--- config.mk ---
export PLATFORM = sky130hd
export DESIGN_NAME = ttl_csum_update
export DESIGN_NICKNAME = d
export VERILOG_FILES = /design/src/rtl/ttl_csum_update.sv
export SDC_FILE = /design/constraint.sdc
export NUM_CORES = 1
export LEC_CHECK = 0
export BUFFER_PORTS_ARGS = -buffer_cell sky130_fd_sc_hd__buf_2
export CAP_MARGIN = 10
export CORE_AREA = 5 5 361 363
export DETAILED_ROUTE_END_ITERATION = 6
export DIE_AREA = 0 0 366 368
export PLACE_DENSITY_LB_ADDON = 0.12
export SYNTH_ARGS = -nofsm -noshare
export SYNTH_HDL_FRONTEND = slang
export SYNTH_SLANG_ARGS = --single-unit
--- constraint.sdc ---
create_clock -name AXI_ACLK -period 14.8 [get_ports AXI_ACLK]
set_input_delay 2.96 -clock AXI_ACLK [delete_from_list [all_inputs] [get_ports AXI_ACLK]]
set_output_delay 2.96 -clock AXI_ACLK [all_outputs]
set_load 0.02 [all_outputs]
--- src/rtl/ttl_csum_update.sv ---
// rtl/ttl_csum_update.sv - IPv4 TTL decrement with incremental header checksum patch, one registered stream stage
// Optional per-port modified-packet counters when TTL_PORT_CNT_EN is defined.
module ttl_csum_update #(
    parameter int C_S_AXI_DATA_WIDTH   = 32,
    parameter int C_M_AXIS_DATA_WIDTH  = 256,
    parameter int C_S_AXIS_DATA_WIDTH  = 256,
    parameter int C_M_AXIS_TUSER_WIDTH = 128,
    parameter int C_S_AXIS_TUSER_WIDTH = 128,
    parameter int DST_PORT_POS         = 24
) (
    input  logic                                 AXI_ACLK,
    input  logic                                 AXI_RESET,
    input  logic [C_S_AXIS_DATA_WIDTH-1:0]       S_AXIS_TDATA,
    input  logic [C_S_AXIS_DATA_WIDTH/8-1:0]     S_AXIS_TSTRB,
    input  logic [C_S_AXIS_TUSER_WIDTH-1:0]      S_AXIS_TUSER,
    input  logic                                 S_AXIS_TVALID,
    input  logic                                 S_AXIS_TLAST,
    output logic                                 S_AXIS_TREADY,
    output logic [C_M_AXIS_DATA_WIDTH-1:0]       M_AXIS_TDATA,
    output logic [C_M_AXIS_DATA_WIDTH/8-1:0]     M_AXIS_TSTRB,
    output logic [C_M_AXIS_TUSER_WIDTH-1:0]      M_AXIS_TUSER,
    output logic                                 M_AXIS_TVALID,
    output logic                                 M_AXIS_TLAST,
    input  logic                                 M_AXIS_TREADY,
    input  logic [C_S_AXI_DATA_WIDTH-1:0]        reset,
    output logic [C_S_AXI_DATA_WIDTH-1:0]        ttl_dec_count,
    output logic [C_S_AXI_DATA_WIDTH-1:0]        pass_count
`ifdef TTL_PORT_CNT_EN
    ,
    output logic [C_S_AXI_DATA_WIDTH-1:0]        port0_count,
    output logic [C_S_AXI_DATA_WIDTH-1:0]        port1_count,
    output logic [C_S_AXI_DATA_WIDTH-1:0]        port2_count,
    output logic [C_S_AXI_DATA_WIDTH-1:0]        port3_count
`endif
);

    typedef enum logic {SOP, IN_PKT} state_t;

    state_t state, next_state;

    logic        accept;
    logic        stat_clr;
    logic        modify;
    logic [7:0]  dst;
    logic [7:0]  ttl;
    logic [7:0]  proto;
    logic [15:0] hc;
    logic [16:0] sum1;
    logic [15:0] part;
    logic [16:0] sum2;
    logic [15:0] csum_new;
    logic [C_S_AXIS_DATA_WIDTH-1:0] out_data;

    assign S_AXIS_TREADY = !M_AXIS_TVALID || M_AXIS_TREADY;
    assign accept        = S_AXIS_TVALID && S_AXIS_TREADY;
    assign stat_clr      = (reset == C_S_AXI_DATA_WIDTH'(1));

    assign dst   = S_AXIS_TUSER[DST_PORT_POS +: 8];
    assign ttl   = S_AXIS_TDATA[79:72];
    assign proto = S_AXIS_TDATA[71:64];
    assign hc    = S_AXIS_TDATA[63:48];

    // Even destination bits are MAC ports, odd bits are CPU ports.
    assign modify = (state == SOP)
                 && (S_AXIS_TDATA[159:144] == 16'h0800)
                 && (S_AXIS_TDATA[143:140] == 4'd4)
                 && (ttl >= 8'd2)
                 && ((dst & 8'h55) != 8'h00)
                 && ((dst & 8'hAA) == 8'h00);

    // HC' = ~(~HC +' ~m +' m'); one end-around fold per 16-bit add cannot carry again.
    assign sum1     = {1'b0, ~hc} + {1'b0, ~{ttl, proto}};
    assign part     = sum1[15:0] + {15'd0, sum1[16]};
    assign sum2     = {1'b0, part} + {1'b0, ttl - 8'd1, proto};
    assign csum_new = ~(sum2[15:0] + {15'd0, sum2[16]});

    always_comb begin
        out_data = S_AXIS_TDATA;
        if (modify) begin
            out_data[79:72] = ttl - 8'd1;
            out_data[63:48] = csum_new;
        end
    end

    always_comb begin
        next_state = state;
        if (accept) begin
            next_state = S_AXIS_TLAST ? SOP : IN_PKT;
        end
    end

    always_ff @(posedge AXI_ACLK) begin
        if (AXI_RESET) begin
            state <= SOP;
        end else begin
            state <= next_state;
        end
    end

    always_ff @(posedge AXI_ACLK) begin
        if (AXI_RESET) begin
            M_AXIS_TVALID <= 1'b0;
            M_AXIS_TDATA  <= '0;
            M_AXIS_TSTRB  <= '0;
            M_AXIS_TUSER  <= '0;
            M_AXIS_TLAST  <= 1'b0;
        end else if (S_AXIS_TREADY) begin
            M_AXIS_TVALID <= S_AXIS_TVALID;
            if (S_AXIS_TVALID) begin
                M_AXIS_TDATA <= out_data;
                M_AXIS_TSTRB <= S_AXIS_TSTRB;
                M_AXIS_TUSER <= S_AXIS_TUSER;
                M_AXIS_TLAST <= S_AXIS_TLAST;
            end
        end
    end

    always_ff @(posedge AXI_ACLK) begin
        if (AXI_RESET || stat_clr) begin
            ttl_dec_count <= '0;
            pass_count    <= '0;
        end else if (accept && (state == SOP)) begin
            if (modify) begin
                ttl_dec_count <= ttl_dec_count + 1'b1;
            end else begin
                pass_count <= pass_count + 1'b1;
            end
        end
    end

`ifdef TTL_PORT_CNT_EN
    logic [C_S_AXI_DATA_WIDTH-1:0] port_cnt [4];

    // Multicast to several MAC ports bumps every selected port.
    always_ff @(posedge AXI_ACLK) begin
        for (int i = 0; i < 4; i++) begin
            if (AXI_RESET || stat_clr) begin
                port_cnt[i] <= '0;
            end else if (accept && modify && dst[2*i]) begin
                port_cnt[i] <= port_cnt[i] + 1'b1;
            end
        end
    end

    assign port0_count = port_cnt[0];
    assign port1_count = port_cnt[1];
    assign port2_count = port_cnt[2];
    assign port3_count = port_cnt[3];
`endif

endmodule

==> impl_results.md, run 1 <==
* Outcome: complete, no violations
* Area of the multi-input gates at 0.009238 mm^2
* Syn Std Cell Area at 0.01970 mm^2
* Fmax at just under 100 MHz
* Post-route setup TNS at 0 ns
* Non-filler cells, final at 5,104
* Vias in the first global route at around 20,000
* Top sig layer: met5
* Minimum clock period after layout at 10.28 ns
* Setup Skew at 0.01431 ns
* PD cells at 131.9 mW/mm^2
* Distinct cell type count of the synthesized netlist at 66
* Cell Rows at 131
* Synth top area share at 49.08%
* Hold_buf cts at 0
* Crit Path Class: in -> reg
* Hold Slack at 0.4485 ns
* Routed length per placed instance at 20.41 um
* Largest net degree at the start of global routing at roughly 170
* Setup violators final at 0
* Die Y at ~370 um
* Post-CTS Repair Setup Buffers at 0
* DRT iter0 DRCs at 1,017
* M1 WL at 42,660 um
* Clock Sink Count at 483
* Root buf cell: clkbuf_16
* CP arrival at 10.83 ns
* Routed via count at slightly above 20,000
* Top-count cell post-synth: nand2_1
* I/O Pins at 936
* Sequential Area at roughly 0.0097 mm^2
* Top_reg_cell synth: dfxtp_1
* Hold Vio Cnt, Final at 0
* CTS H-tree depth at 3
* Layout net count at roughly 3,900
* Static Leak at 12.87 nW
* Post-Syn Instances at 2,519
* MaxCap Viol Count at 0
* CTS tree: done
* TritonCTS Buffers at 68
* Maximum VDD drop at 69.33 uV
* Worst Hold Class: reg -> reg
* Filler instances at approximately 14,000
* Met3 wire length at 10,100 um
* EDFF count, synth at 0
* Yosys top cell by area: dfxtp_1
* Crit start category: input pin
* Register area share after synthesis at 49.08%
* Area delta synth->final at 43.52%
* Detailed Route WL at 104,200 um
* Gr usage total at around 15%
* Clock Tree Buf Depth at 3
* Final antenna-violating net count at 0
* Avg Cell Area, Syn at 7.822 um^2
* Final Max Tran Viols at 0
* Slowest stage delay, CP at 0.50 ns
* Most instantiated cells after synthesis: nand2_1, dfxtp_1, a21oi_1
* Vias/cell at a little under 4
* Core area at ~0.13 mm^2
* Slew @ Worst Pin at around 1.0 ns
* Initial core utilization at between 10% and 20%
* Clk slew on worst S/H paths at 0.05 ns
* Critical path peak fanout at 7
* Die area at 0.1347 mm^2
* GPL Wtd Cong at 0.8454
* FFs w/ async S/R, synth at 0%
* RSZ-0062 raised after global routing: false
* IO Port Bufs at just over 900
* Area contributors post-synth: dfxtp_1, nand2_1, a21oi_1, clkbuf_1, ha_1
* Initial antenna violation count at 37
* Die Wd at 366 um
* Met2 wire length at 49,170 um
* FF+latch count, synth at slightly below 500
* Hpwl dp at 80,390 um
* Placed cells at ~5,000
* Yosys warns at 0
* Slew margin rel. at 31.98%
* Syn Nets at 3,014
* Period utilization at 69.46%
* Share of cells above drive strength 1 at 31.63%
* Worst endpoint required time at roughly 15 ns
* Crit-path slowest cell: or4_1
* Total gr overflow at 0
* Most Frequent Cell on Critical Path: a21o_1
* CP endpoint kind: flop
* Drt pass-1 iters at 4
* Post-cts resize count at 0
* # DRC at 0
* Worst skew pair latency at 0.64 ns
* First-pass GRT wire length at 147,200 um
## power breakdown
| part | internal, mW | switching, mW |
|---|---|---|
| registers | 1.37 | 0.0368 |
| clock network | 0.992 | 0.667 |
| logic | 0.230 | 0.435 |
| total | 2.59 | 1.14 |
## worst paths after layout
kind                                 startpoint                        endpoint  slack (ns)  depth (start not counted)
setup / recovery               S_AXIS_TDATA[64]   M_AXIS_TDATA[63]$_SDFFE_PP0P_        4.52                         35
hold / removal    M_AXIS_TDATA[83]$_SDFFE_PP0P_   M_AXIS_TDATA[83]$_SDFFE_PP0P_        0.45                          2
setup reg to reg             state$_SDFFE_PP0P_  ttl_dec_count[31]$_SDFFE_PP0P_       10.73                         10
hold reg to reg   M_AXIS_TDATA[83]$_SDFFE_PP0P_   M_AXIS_TDATA[83]$_SDFFE_PP0P_        0.45                          2
## final cells by class
class                   instances  area share (%)
inverters                      45          0.5973
clock buffers                  98           7.022
multi-input cells            1834           32.67
repair buffers                954           17.18
flip-flops and latches        483           34.19
diodes                          5         0.04425
clock inverters                23          0.9425
well taps                    1662           7.354
## logic make-up after synthesis
group / after synthesis / synth area share (%)
AND/OR/NAND/NOR: 1137 / 23.71
AO/OA/AOI/OAI: 545 / 15.33
flip-flops: 483 / 49.08
buffers and inverters: 202 / 4.172
XOR/XNOR: 107 / 4.795
adder cells (fa/ha/maj): 42 / 2.743
multiplexers: 3 / 0.1778
## critical path: cells and delay by family
kind | cells | cell delay [ns]
simple gates | 11 | 3.02
compound gates | 14 | 2.77
fa+ha+maj | 5 | 1.33
mux | 1 | 0.32
buf+inv | 3 | 0.22
xor+xnor | 1 | 0.17
## metal layers
| metal | up-vias | track usage (%) |
|---|---|---|
| li1 | 10060 | - |
| met1 | 9337 | 17.10 |
| met2 | 692 | 24.73 |
| met3 | 128 | 6.463 |
| met4 | 8 | 3.848 |
| met5 | - | 0 |
## cells in the final DEF, fill, tap and decap left out, types with 14 or more instances in the layout
cell         n
nand3_1     32
and3_1      22
buf_2      934
ha_1        40
nand2_1    863
nor4_1      16
nor2_1     114
or3_1       18
clkbuf_8    15
clkbuf_1    14
nor3_1      18
xor2_1      56
buf_4       17
clkbuf_16   69
dfxtp_1    483
a211oi_1    18
o21ai_0     27
xnor2_1     50
inv_1       45
a21oi_1    434
## per-stage QoR
step	power (mW)	setup slack, ns	utilization, %	instance area [um^2]
after global routing	3.932	4.013	22.31	28270
after global placement	2.117	3.986	20.53	26010
after detailed placement	2.110	3.955	20.53	26010
after floorplan	1.835	5.132	-	19700
after CTS	3.818	4.648	22.31	28260
final	3.730	4.520	22.32	28280
## state kept, by name, summed over array words and instances, names as in the netlist
name / flops
M_AXIS_TDATA: 256
state: 1
M_AXIS_TVALID: 1
M_AXIS_TSTRB: 32
pass_count: 32
M_AXIS_TLAST: 1
ttl_dec_count: 32
M_AXIS_TUSER: 128
Power figures use the tool's default switching activity.
==> inputs of run 2 (changes only) <==
Settings changed: ABC_AREA set to 1, CORE_AREA 5 5 361 363 to 5 5 363 365, DIE_AREA 0 0 366 368 to 0 0 368 370.
Clock period 14.8 ns to 9.8 ns, I/O delays scaled along.
==> run 2 against run 1 <==
Compared with the run above:
- wire length grew 13%
- synthesized area grew 7.1%
- count of clock-buffer cells in the layout grew 6
- sequential share of layout area shrank 1.7 points
- register-to-register slack lost 4.3 ns
- core utilization grew 0.81 points
- first-iteration DRC count grew 2.9%
- critical endpoint is now M_AXIS_TDATA[60]$_SDFFE_PP0P_
- largest power group unchanged
==> impl_results.md, run 2 <==
* Syn Nets at 3,457
* PD cells at 197.1 mW/mm^2
* Crit start category: input pin
* Post-route setup TNS at 0 ns
* CP arrival at 7.48 ns
* MaxCap Viol Count at 0
* Root buf cell: clkbuf_16
* CP endpoint kind: flop
* Distinct cell type count of the synthesized netlist at between 40 and 50
* Setup Skew at 0.03783 ns
* DRT iter0 DRCs at 1,047
* First-pass GRT wire length at roughly 160,000 um
* Detailed Route WL at around 120,000 um
* Period utilization at 71.19%
* Clock Tree Buf Depth at 3
* Core area at roughly 0.13 mm^2
* Slew margin rel. at 34.36%
* Initial antenna violation count at 75
* Hold path cells at 2
* Top-count cell post-synth: nor2_1
* Setup violators final at 0
* Routed length per placed instance at between 20 and 25 um
* Yosys warns at 0
* CTS tree: done
* Maximum VDD drop at 104.8 uV
* Minimum clock period after layout at 6.977 ns
* Area delta synth->final at 40.86%
* Most Frequent Cell on Critical Path: nand2_1
* Post-Syn Instances at 2,962
* Clk slew on worst S/H paths at about 0.05 ns
* Initial core utilization at 16.42%
* Commonest non-fill, non-tap cell in the layout: buf_2
* Total gr overflow at 0
* Post-cts resize count at 0
* Worst endpoint required time at 10.31 ns
* Largest Register: M_AXIS_TDATA
* Top_reg_cell synth: dfxtp_1
* Avg Cell Area, Syn at 7.122 um^2
* Critical path peak fanout at 6
* Commonest non-fill, non-tap cells in the layout: buf_2, nor2_1, dfxtp_1
* # DRC at 0
* Crit Path Class: in -> reg
* Yosys top cell by area: dfxtp_1
* RSZ-0062 raised after global routing: false
* Routed via count at 22,490
* Placed cells at 5,429
* Filler instances at 14,850
* Die Wd at 368 um
* Area contributors post-synth: dfxtp_1, nor2_1, o21ai_0, nand2_1, a21oi_1
* RR Endpoint: M_AXIS_TDATA[51]$_SDFFE_PP0P_
* FFs w/ async S/R, synth at 0%
* Placed Area at 0.02742 mm^2
* Gr usage total at 16.35%
* Hold Vio Cnt, Final at 0
* TritonCTS Buffers at 68
* Crit-path slowest cell: fa_1
* Design area at around 0.030 mm^2
* Final antenna-violating net count at 0
* Slew @ Worst Pin at 0.9846 ns
* Largest net degree at the start of global routing at 170
* Share of cells above drive strength 1 at 28.93%
* Hold Slack at 0.4607 ns
* Slowest stage delay, CP at 0.40 ns
* Non-filler cells, final at 5,569
* Final Max Tran Viols at 0
* FF+latch count, synth at 483
* Die Y at 370 um
* GPL Wtd Cong at 0.8201
* Vias/cell at between 4 and 5
* Synth top area share at between 40% and 50%
* Register area share after synthesis at 45.84%
* Cell Rows at 132
* Reg2reg setup slack at 6.42 ns
* Worst Hold Class: reg -> reg
* WHS Endpoint: M_AXIS_TDATA[63]$_SDFFE_PP0P_
* CTS H-tree depth at 3
* Drt pass-1 iters at 7
* Hpwl dp at 92,040 um
* I/O Pins at 936
* Worst skew pair latency at 0.66 ns
* Clock Sink Count at between 400 and 500
* IO Port Bufs at 935
* Fmax at 143.3 MHz
* Reg-to-Reg Start: state$_SDFFE_PP0P_
* Biggest regs: M_AXIS_TDATA: 256 flops, M_AXIS_TUSER: 128 flops
* Die area at 0.1362 mm^2
* Most instantiated cells after synthesis: nor2_1, dfxtp_1, o21ai_0
* Layout net count at 4,319
* Syn Std Cell Area at roughly 0.021 mm^2
* Hold_buf cts at 0
* Hold Startpoint: M_AXIS_TDATA[63]$_SDFFE_PP0P_
* Static Leak at 14.08 nW
* Outcome: complete, no violations
* Post-CTS Repair Setup Buffers at 0
* Max reg flops at 256
* EDFF count, synth at 0
* Vias in the first global route at 22,420
* R2R depth at 9
## run 2: area by class of cell
| class | instances | area [um^2] | area share (%) |
|---|---|---|---|
| Timing Repair Buffer | 949 | 4822 | 16.23 |
| Clock buffer | 104 | 2008 | 6.758 |
| Clock inverter | 17 | 239.0 | 0.8042 |
| Tap cell | 1675 | 2096 | 7.053 |
| Antenna cell | 19 | 47.55 | 0.1600 |
| Inverter | 202 | 775.7 | 2.611 |
| Multi-Input combinational cell | 2120 | 10060 | 33.85 |
| Sequential cell | 483 | 9669 | 32.54 |
## run 2: how the worst max path moves through the flow
stage / from / to / slack, ns / depth (start not counted)
after floorplan: S_AXIS_TDATA[48] / M_AXIS_TDATA[60]$_SDFFE_PP0P_ / 3.11 / 42
after global placement: S_AXIS_TDATA[64] / M_AXIS_TDATA[60]$_SDFFE_PP0P_ / 2.21 / 43
after detailed placement: S_AXIS_TDATA[48] / M_AXIS_TDATA[60]$_SDFFE_PP0P_ / 2.20 / 45
after CTS: S_AXIS_TDATA[48] / M_AXIS_TDATA[60]$_SDFFE_PP0P_ / 2.90 / 43
after global routing: S_AXIS_TDATA[64] / M_AXIS_TDATA[60]$_SDFFE_PP0P_ / 2.17 / 45
final: S_AXIS_TDATA[48] / M_AXIS_TDATA[60]$_SDFFE_PP0P_ / 2.82 / 45
## run 2: power breakdown
group | internal, mW | switching [mW] | total, mW
clock | 1.50 | 1.01 | 2.51
combinational | 0.369 | 0.807 | 1.18
sequential | 2.10 | 0.0684 | 2.17
total | 3.97 | 1.88 | 5.86
## run 2: logic make-up (layout without fill, tap and decap cells)
kind of cell	after synthesis	after routing	share of synthesized area (%)
and+or+nand+nor	1412	1412	27.29
AOI/OAI and AO/OA	594	594	14.57
DFF	483	483	45.84
buffers and inverters	359	1272	6.524
xor gates and xnor gates	72	72	3.221
adders and majority gates	42	42	2.562
other	0	19	0
## run 2: worst max-delay path, delay by kind of cell
| kind | cells | cell delay, ns |
|---|---|---|
| AOI/OAI and AO/OA | 6 | 0.75 |
| buffers and inverters | 7 | 0.55 |
| adders and majority gates | 5 | 1.29 |
| and+or+nand+nor | 27 | 2.95 |
## run 2: layer usage
layer  GRT usage [%]  up-vias  wire, um
met1           17.62    10130     44940
met3           7.541      216     11750
li1                -    11300         -
met4           5.702       14      3031
met2           28.28      829     57430
met5               0        -        87
## run 2: metrics by stage
stage | total power, mW | util, % | setup WS, ns
3_5_place_dp | 3.408 | 21.34 | 2.195
3_3_place_gp | 3.420 | 21.34 | 2.214
6_report | 5.858 | 23.13 | 2.823
5_1_grt | 6.196 | 23.11 | 2.172
2_1_floorplan | 2.904 | - | 3.106
4_1_cts | 6.006 | 23.09 | 2.898
==> inputs of run 3 (changes only) <==
Settings changed: ABC_AREA 1 to 0, CORE_AREA 5 5 363 365 to 5 5 361 363, DIE_AREA 0 0 368 370 to 0 0 366 368.
Clock period 9.8 ns to 6.83 ns, I/O delays scaled along.
==> run 3 against run 2 <==
Compared with the run above:
- the flow now finishes with violations (setup timing)
- final cell count shrank 5.1%
- clock skew decreased by 0.020 ns
- wire length shrank 9.8%
- critical endpoint is now M_AXIS_TDATA[63]$_SDFFE_PP0P_
- clock power increased by 44%
- largest cell class is now flip-flops and latches
- register-to-register slack worse by 3.6 ns
- critical path type unchanged
==> impl_results.md, run 3 (synthesis results as in run 1) <==
* Outcome: complete, but fails checks
* Failing checks: setup timing
* Period utilization at 107.2%
* Area delta synth->final at 52.28%
* Crit Path Class: in -> reg
* First-pass GRT wire length at approximately 150,000 um
* Vias in the first global route at ~21,000
* Post-Route Utilization at 23.68%
* IO Port Bufs at ~940
* CTS tree: done
* DRT iter0 DRCs at between 900 and 1,000
* RSZ-0062 raised after global routing: true
* Share of cells above drive strength 1 at 35.94%
* Largest net degree at the start of global routing at 188
* Slew margin rel. at 28.26%
* Slowest stage delay, CP at 0.47 ns
* Most Frequent Cell on Critical Path: a21o_1
* Design area at 0.03000 mm^2
* Worst skew pair latency at 0.63 ns
* Largest Register: M_AXIS_TDATA
* Total gr overflow at 0
* Static Leak at 13.79 nW
* Biggest regs: M_AXIS_TDATA: 256 flops, M_AXIS_TUSER: 128 flops
* Hold Vio Cnt, Final at 0
* TritonCTS Buffers at between 60 and 70
* Die area at between 0.1 and 0.15 mm^2
* I/O Pins at 936
* Routed via count at ~21,000
* Initial antenna violation count at 44
* Detailed Route WL at 105,700 um
* Vias/cell at 3.970
* Post-route setup TNS at -1.803 ns
* Core area at 0.1267 mm^2
* CP endpoint kind: flop
* GPL Wtd Cong at 0.8433
* Die Y at roughly 370 um
* Hold Slack at about 0.45 ns
* Final Max Tran Viols at 0
* Post-place setup slack at -1.413 ns
* # DRC at 0
* Crit-path slowest cell: or4_4
* Maximum VDD drop at about 150 uV
* MaxCap Viol Count at 0
* Die Wd at 366 um
* CTS H-tree depth at 3
* Cell Rows at ~130
* Root buf cell: clkbuf_16
* PD cells at 282.5 mW/mm^2
* Slew @ Worst Pin at 1.076 ns
* Initial core utilization at 15.55%
* Clock Sink Count at 483
* Max reg flops at 256
* Layout net count at 4,061
* Worst endpoint required time at between 7 and 8 ns
* Setup Skew at 0.01741 ns
* CP arrival at 7.86 ns
* Commonest non-fill, non-tap cells in the layout: buf_2, nand2_1, dfxtp_1
* Clock Tree Buf Depth at 3
* Final antenna-violating net count at 0
* Setup ws final at -0.4915 ns
* Routed length per placed instance at roughly 20 um
* Critical path peak fanout at 4
* Worst Hold Class: reg -> reg
* Drt pass-1 iters at 5
* Gr usage total at 14.87%
* Hpwl dp at 81,740 um
* Clk slew on worst S/H paths at ~0.050 ns
* Minimum clock period after layout at 7.322 ns
* Fmax at 136.6 MHz
* Placed Area at 0.02729 mm^2
* Crit start category: input pin
* Commonest non-fill, non-tap cell in the layout: buf_2
* Setup violators final at 7
==> run 3: routing by layer <==
layer  GRT usage, %  up-vias  routed length (um)
met5              0        -                 116
met4          2.990       20                2072
met3          6.606      159               10100
met2          25.68      689               51040
met1          17.08     9696               42360
li1               -    10420                   -
==> run 3: timing repair <==
action	CTS	global route
buffers inserted	17	9
endpoints found under the hold margin	0	0
resized for setup	27	22
pin swaps	21	18
setup endpoints to repair	12	15
hold buffers	0	0
==> run 3: critical path: cells and delay by family <==
kind                     cells  cell delay (ns)
AND/OR/NAND/NOR             11             2.55
AO/OA/AOI/OAI               13             2.11
adder cells (fa/ha/maj)      5             1.16
multiplexers                 1             0.32
buffers and inverters        3             0.18
XOR/XNOR                     1             0.16
==> run 3: worst paths after layout <==
path,from,end,cells after the start,slack (ns)
worst max-delay path,S_AXIS_TDATA[48],M_AXIS_TDATA[63]$_SDFFE_PP0P_,34,-0.49
worst min-delay path,M_AXIS_TUSER[75]$_SDFFE_PP0P_,M_AXIS_TUSER[75]$_SDFFE_PP0P_,2,0.45
worst max register to register,state$_SDFFE_PP0P_,ttl_dec_count[5]$_SDFFE_PP0P_,9,2.84
worst min register to register,M_AXIS_TUSER[75]$_SDFFE_PP0P_,M_AXIS_TUSER[75]$_SDFFE_PP0P_,2,0.45
==> run 3: layout make-up <==
type,instances,area (um^2)
diodes,10,25.02
clock buffers,102,2001
clock inverters,16,242.7
fillers,14380,96700
inverters,45,186.4
multi-input cells,1834,9530
flip-flops and latches,483,9669
well taps,1662,2079
repair buffers,1134,6270
==> run 3: power by group <==
group          switching [mW]  internal [mW]  total, mW  leakage [nW]
Combinational            1.07          0.756       1.83          8.73
Sequential             0.0764           2.97       3.04          3.97
Clock                    1.45           2.15       3.61          1.09
Total                    2.60           5.87       8.48          13.8
==> run 3: stage by stage <==
step	instances	power (mW)
2_1_floorplan	2519	3.989
3_3_place_gp	5134	4.877
3_5_place_dp	5134	4.863
4_1_cts	5268	8.635
5_1_grt	5278	8.931
6_report	5286	8.478
